$ cat src/rtl/calc_pkg.sv
// Shared types and constants for the calculator control unit and its bench.
package calc_pkg;

  typedef enum logic [3:0] {
    StIdle,
    StLoadA,
    StLoadB,
    StExec,
    StWaitAlu,
    StWrite,
    StDone,
    StHold,
    StErr
  } state_e;

  localparam logic [1:0] WselA   = 2'd0;
  localparam logic [1:0] WselB   = 2'd1;
  localparam logic [1:0] WselAlu = 2'd2;

  localparam logic [2:0] OpAdd = 3'd0;
  localparam logic [2:0] OpSub = 3'd1;
  localparam logic [2:0] OpAnd = 3'd2;
  localparam logic [2:0] OpXor = 3'd3;
  localparam logic [2:0] OpMul = 3'd4;
  localparam logic [2:0] OpDiv = 3'd5;

endpackage

$ cat src/rtl/calc_cu_timer.sv
// Loadable down-counter bounding how long the control unit waits on a multi-cycle ALU op.
module calc_cu_timer #(
  parameter int unsigned CW      = 8,
  parameter int unsigned TIMEOUT = 15
) (
  input  logic clk,
  input  logic rst_n,
  input  logic clr,
  input  logic en,
  output logic expired
);

  localparam logic [CW-1:0] LoadVal = CW'(TIMEOUT - 1);

  logic [CW-1:0] cnt_q, cnt_d;

  always_comb begin
    cnt_d = cnt_q;
    if (clr) begin
      cnt_d = LoadVal;
    end else if (en && (cnt_q != '0)) begin
      cnt_d = cnt_q - CW'(1);
    end
  end

  always_ff @(posedge clk or negedge rst_n) begin
    if (!rst_n) begin
      cnt_q <= '0;
    end else begin
      cnt_q <= cnt_d;
    end
  end

  assign expired = (cnt_q == '0);

endmodule

$ cat src/rtl/calc_cu_param.sv
// Calculator control unit: latches a command, optionally loads operands, runs the ALU,
// writes the result back and handshakes completion. Outputs are decoded from state only.
module calc_cu_param
  import calc_pkg::*;
#(
  parameter int unsigned          AW      = 2,
  parameter int unsigned          OPW     = 3,
  parameter int unsigned          NUM_OPS = 6,
  parameter logic [(1<<OPW)-1:0]  SC_MASK = 8'h0F,
  parameter int unsigned          TIMEOUT = 15
) (
  input  logic           clk,
  input  logic           rst_n,
  input  logic           go,
  input  logic           load_en,
  input  logic [OPW-1:0] op,
  input  logic [AW-1:0]  src_a,
  input  logic [AW-1:0]  src_b,
  input  logic [AW-1:0]  dst,
  input  logic           alu_done,
  output logic [1:0]     wsel,
  output logic           we,
  output logic [AW-1:0]  wa,
  output logic           rea,
  output logic           reb,
  output logic [AW-1:0]  raa,
  output logic [AW-1:0]  rab,
  output logic [OPW-1:0] alu_op,
  output logic           alu_start,
  output logic           out_en,
  output logic           busy,
  output logic           done,
  output logic           err
);

  state_e         state_q, state_d;
  logic [OPW-1:0] op_q, op_d;
  logic [AW-1:0]  src_a_q, src_a_d, src_b_q, src_b_d, dst_q, dst_d;
  logic           load_en_q, load_en_d;
  logic           tmr_clr, tmr_en, tmr_expired;

  assign tmr_clr = (state_q == StExec);
  assign tmr_en  = (state_q == StWaitAlu) && !alu_done;

  calc_cu_timer #(
    .CW      (8),
    .TIMEOUT (TIMEOUT)
  ) u_timer (
    .clk     (clk),
    .rst_n   (rst_n),
    .clr     (tmr_clr),
    .en      (tmr_en),
    .expired (tmr_expired)
  );

  always_comb begin
    state_d   = state_q;
    op_d      = op_q;
    src_a_d   = src_a_q;
    src_b_d   = src_b_q;
    dst_d     = dst_q;
    load_en_d = load_en_q;
    unique case (state_q)
      StIdle: begin
        if (go) begin
          op_d      = op;
          src_a_d   = src_a;
          src_b_d   = src_b;
          dst_d     = dst;
          load_en_d = load_en;
          if (32'(op) >= NUM_OPS) begin
            state_d = StErr;
          end else if (load_en) begin
            state_d = StLoadA;
          end else begin
            state_d = StExec;
          end
        end
      end
      StLoadA:   state_d = StLoadB;
      StLoadB:   state_d = StExec;
      StExec:    state_d = SC_MASK[op_q] ? StWrite : StWaitAlu;
      // alu_done takes priority over an expiring timer in the same cycle
      StWaitAlu: begin
        if (alu_done) begin
          state_d = StWrite;
        end else if (tmr_expired) begin
          state_d = StErr;
        end
      end
      StWrite:   state_d = StDone;
      StDone:    state_d = StHold;
      StHold, StErr: begin
        if (!go) begin
          state_d = StIdle;
        end
      end
      default:   state_d = StIdle;
    endcase
  end

  always_ff @(posedge clk or negedge rst_n) begin
    if (!rst_n) begin
      state_q   <= StIdle;
      op_q      <= '0;
      src_a_q   <= '0;
      src_b_q   <= '0;
      dst_q     <= '0;
      load_en_q <= 1'b0;
    end else begin
      state_q   <= state_d;
      op_q      <= op_d;
      src_a_q   <= src_a_d;
      src_b_q   <= src_b_d;
      dst_q     <= dst_d;
      load_en_q <= load_en_d;
    end
  end

  always_comb begin
    wsel      = WselA;
    we        = 1'b0;
    wa        = '0;
    rea       = 1'b0;
    reb       = 1'b0;
    raa       = '0;
    rab       = '0;
    alu_op    = '0;
    alu_start = 1'b0;
    out_en    = 1'b0;
    busy      = (state_q != StIdle);
    done      = 1'b0;
    err       = 1'b0;
    case (state_q)
      StLoadA: begin
        we   = 1'b1;
        wa   = src_a_q;
        wsel = WselA;
      end
      StLoadB: begin
        we   = 1'b1;
        wa   = src_b_q;
        wsel = WselB;
      end
      StExec, StWaitAlu: begin
        rea       = 1'b1;
        reb       = 1'b1;
        raa       = src_a_q;
        rab       = src_b_q;
        alu_op    = op_q;
        alu_start = (state_q == StExec);
      end
      StWrite: begin
        we     = 1'b1;
        wa     = dst_q;
        wsel   = WselAlu;
        alu_op = op_q;
      end
      StDone: begin
        out_en = 1'b1;
        done   = 1'b1;
      end
      StErr:   err = 1'b1;
      default: ;
    endcase
  end

endmodule
$ cat config.mk
export PLATFORM = sky130hd
export DESIGN_NAME = calc_cu_param
export DESIGN_NICKNAME = d
export VERILOG_FILES = /design/src/rtl/calc_pkg.sv /design/src/rtl/calc_cu_timer.sv /design/src/rtl/calc_cu_param.sv
export SDC_FILE = /design/constraint.sdc
export NUM_CORES = 1
export LEC_CHECK = 0
export BUFFER_PORTS_ARGS = -buffer_cell sky130_fd_sc_hd__buf_2
export CELL_PAD_IN_SITES_DETAIL_PLACEMENT = 1
export CELL_PAD_IN_SITES_GLOBAL_PLACEMENT = 1
export CORE_MARGIN = 1.5
export CORE_UTILIZATION = 43
export DETAILED_ROUTE_END_ITERATION = 10
export GPL_TIMING_DRIVEN = 0
export MAX_ROUTING_LAYER = met4
export PLACE_DENSITY_LB_ADDON = 0.1
export SETUP_SLACK_MARGIN = 0.1
export SYNTH_ARGS = -nofsm -noshare
export SYNTH_HDL_FRONTEND = slang
export SYNTH_SLANG_ARGS = --single-unit
$ cat constraint.sdc
create_clock -name clk -period 5.57 [get_ports clk]
set_clock_uncertainty 0.2 [all_clocks]
set_input_delay 0.557 -clock clk [delete_from_list [all_inputs] [get_ports clk]]
set_output_delay 0.557 -clock clk [all_outputs]
set_load 0.01 [all_outputs]
==> qor.csv <==
stage,metric,value,unit
run_status,status,finished with violations,
run_status,failing checks,negative hold slack,
power_and_ir_drop,Overall Power,0.000815,W
setup_path,slowest CP cell,dfrtp_1,
synthesis,Post-Synthesis Cells,136,
clocking,Num CTS Buffers,3,
clocking,clk_lat worst skew,0.30,ns
setup_path,R2R setup slack,3.40,ns
timing,"Slew Viols, Final",0,
setup_path,kind of critical path,reg2out,
synthesis,Simple-Gate Fraction of Synth Area,22.9,%
synthesis,Post-Syn Nets,152,
clocking,clk sink count,21,
synthesis,mux share of post-synthesis cell area,10.8,%
synthesis,top post-synthesis cells by area,"dfrtp_1, mux2_2, mux2_1",
setup_path,Worst path top cell family by delay,flip-flops,
synthesis,main combinational cell family by area after synthesis,simple AND/OR/NAND/NOR gates,
drt,Initial DRC Count,56,
finish,Layout area overhead,17.0,%
synthesis,xor/xnor share of the synthesized area,2.62,%
placed_design,RePlAce Congestion,0.767,
synthesis,Synth area leader,dfrtp_1,
synthesis,Yosys reg bits,21,
setup_path,critical path's largest stage delay,0.53,ns
drt,Post-DRT Antenna Nets,0,
floorplanning,Die Ht,58.7,um
power_and_ir_drop,Leak,0.768,nW
clocking,CTS tree,yes,
job,max-capacitance violation count,0,
clocking,H-tree depth,1,
timing,max_slew headroom,67.8,%
synthesis,Post-synth EDFFs,0,
finish,Inserted Diodes,0,
setup_path,"Req. time, crit path",4.81,ns
floorplanning,die width,58.7,um
clocking,Resized cells post-CTS,0,
synthesis,fraction of registers with async set/reset,100,%
synthesis,complex-gate fraction of the synthesized area,16.8,%
setup_path,Setup crit start kind,flop,
setup_path,CP Cell Sequence,clkbuf_1 -> nand3b_1 -> a21oi_1 -> and2_1 -> buf_2,
clocking,CTS Hold Bufs,0,
synthesis,Synth Flop Type,dfrtp_1,
clocking,"CTS clk-pin slew, worst paths",0.12,ns
grt,vias in the first global route,1205,
setup_path,end of the critical path,rab[1],
setup_path,CP Buf/Inv Count,2,
drt,vias,1141,
floorplanning,Initial Utilization,44.5,%
synthesis,Synth Area in Adders,1.87,%
timing,worst hold slack,-0.00747,ns
setup_path,Worst Reg-to-Reg Cells,6,
timing,Slew @ Worst Pin,0.483,ns
setup_path,Crit Path Max Fanout,10,
floorplanning,I/O pins,33,
grt,largest net degree at the start of global routing,22,
floorplanning,Core ar.,0.00300,mm2
setup_path,WP data arrival,2.00,ns
synthesis,"Cell Area, Synth",0.00134,mm2
clocking,Post-CTS Setup Repair Bufs,0,
drt,DR DRC count,0,
synthesis,mean post-synth cell area,9.83,um2
synthesis,post-synth cell types,48,
finish,layout cells sized above 1,31.4,%
synthesis,synth cell count leaders,"dfrtp_1, nor2_1, nand2_1",
placed_design,post-DP HPWL,2480,um
min_path,Hold Crit Class,in2async,
power_and_ir_drop,worst vdd ir,249,uV
drt,vias per cell,5.57,
placed_design,port bufs,32,
clocking,Longest Clk Path Bufs,2,
drt,DR WL/cell,15.3,um
synthesis,most common cell in the netlist,dfrtp_1,
setup_path,crit path capture type,output port,
drt,router iterations before antenna repair,4,
setup_path,FF-to-FF Start,u_timer.cnt_q[0],
grt,GR Overflow Total,0,
timing,final hold violations,13,
floorplanning,DIE AREA,0.00345,mm2
power_and_ir_drop,pwr/cell area,521,mW/mm2
synthesis,sequential share of the synthesized area,39.3,%
setup_path,Worst path depth,5,
timing,Tmin final,2.76,ns
clocking,CTS Root Cell,clkbuf_4,
timing,total negative slack,0,ns
setup_path,Worst Setup SP,state_q[0],
synthesis,top-area cell type share of the netlist area,39.3,%
synthesis,Synth Warn #,0,
floorplanning,# rows,20,
timing,unrepaired setup endpoints after global routing,no,
setup_path,RR Endpoint,state_q[3],
grt,initial antenna violation count,0,
drt,routed wire length,3140,um
timing,Peak Freq,362,MHz
grt,Total GRT Usage,21.3,%
timing,crit share post-route,49.5,%
grt,first-pass GRT wire length,5390,um
timing,Setup Viol. Count Final,0,
finish,NumNets Final,189,
## power by group
| part | internal (W) | leakage [nW] | switching [W] | total (W) |
|---|---|---|---|---|
| registers | 0.000209 | 0.254 | 0.0000500 | 0.000259 |
| logic | 0.000219 | 0.499 | 0.000263 | 0.000482 |
| clock network | 0.0000279 | 0.0150 | 0.0000461 | 0.0000740 |
## cell type report
| type | count | area [um2] |
|---|---|---|
| tap | 33 | 41.3 |
| inverter | 7 | 26.3 |
| clock buffer | 4 | 26.3 |
| multi-input combinational | 99 | 734 |
| timing repair buffer | 32 | 160 |
| buffer | 9 | 50.0 |
| fill | 374 | 1440 |
| sequential | 21 | 526 |
## through the flow
stage / utilization (%) / instance area, um2 / setup WS (ns) / instances / hold WS, ns
final: 52.1 / 1560 / 2.81 / 205 / -0.00747
after global routing: 52.1 / 1560 / 2.59 / 205 / 0.0153
after CTS: 52.1 / 1560 / 2.79 / 205 / 0.00521
after detailed placement: 51.2 / 1540 / 3.15 / 201 / 0.286
after global placement: 51.2 / 1540 / 3.18 / 201 / 0.267
after floorplan: - / 1340 / 3.35 / 136 / 0.0614
## worst min path at each step
stage | start | to | slack (ns) | depth (start not counted)
floorplan | rst_n | dst_q[0] | 0.06 | 0
global placement | op_q[0] | op_q[0] | 0.27 | 1
detailed placement | op_q[1] | op_q[1] | 0.29 | 1
CTS | rst_n | u_timer.cnt_q[6] | 0.005 | 1
global route | rst_n | state_q[3] | 0.02 | 1
finish | rst_n | u_timer.cnt_q[0] | -0.007 | 1
## layout by cell type (no fill, tap or decap), types with 2 or more instances in the layout
master / count
a22o_1: 4
xor2_1: 2
nand2b_1: 7
buf_4: 2
mux2_2: 7
o21ai_0: 3
and2_1: 7
xnor2_1: 2
ha_1: 2
nand3b_1: 2
nor2b_1: 3
mux2_1: 4
buf_2: 33
nor2_1: 10
nor3_1: 4
clkbuf_4: 3
inv_1: 7
mux2i_1: 2
nand2_1: 9
a21oi_1: 6
clkbuf_1: 5
dfrtp_1: 21
## routing by layer
metal / vias to the layer above / share of wire [%] / GRT usage [%]
met5: - / 0 / -
met4: 0 / 1.4 / 3.90
met3: 4 / 3.2 / 5.93
met2: 21 / 55 / 38.4
met1: 564 / 41 / 23.4
li1: 552 / - / -
## registers in the layout, indices dropped and copies added, names as in the netlist
| signal | count |
|---|---|
| u_timer.cnt_q | 8 |
| state_q | 4 |
| op_q | 3 |
| dst_q | 2 |
| src_a_q | 2 |
| src_b_q | 2 |
## kinds of logic (layout without fill, tap and decap cells)
group	after synthesis	count (layout)
flip-flops	21	21
buffers and inverters	16	52
AND/OR/NAND/NOR	52	52
multiplexers	13	13
adder cells (fa/ha/maj)	2	2
AO/OA/AOI/OAI	28	28
XOR/XNOR	4	4
Note: power is estimated with default switching activity, not from simulation.
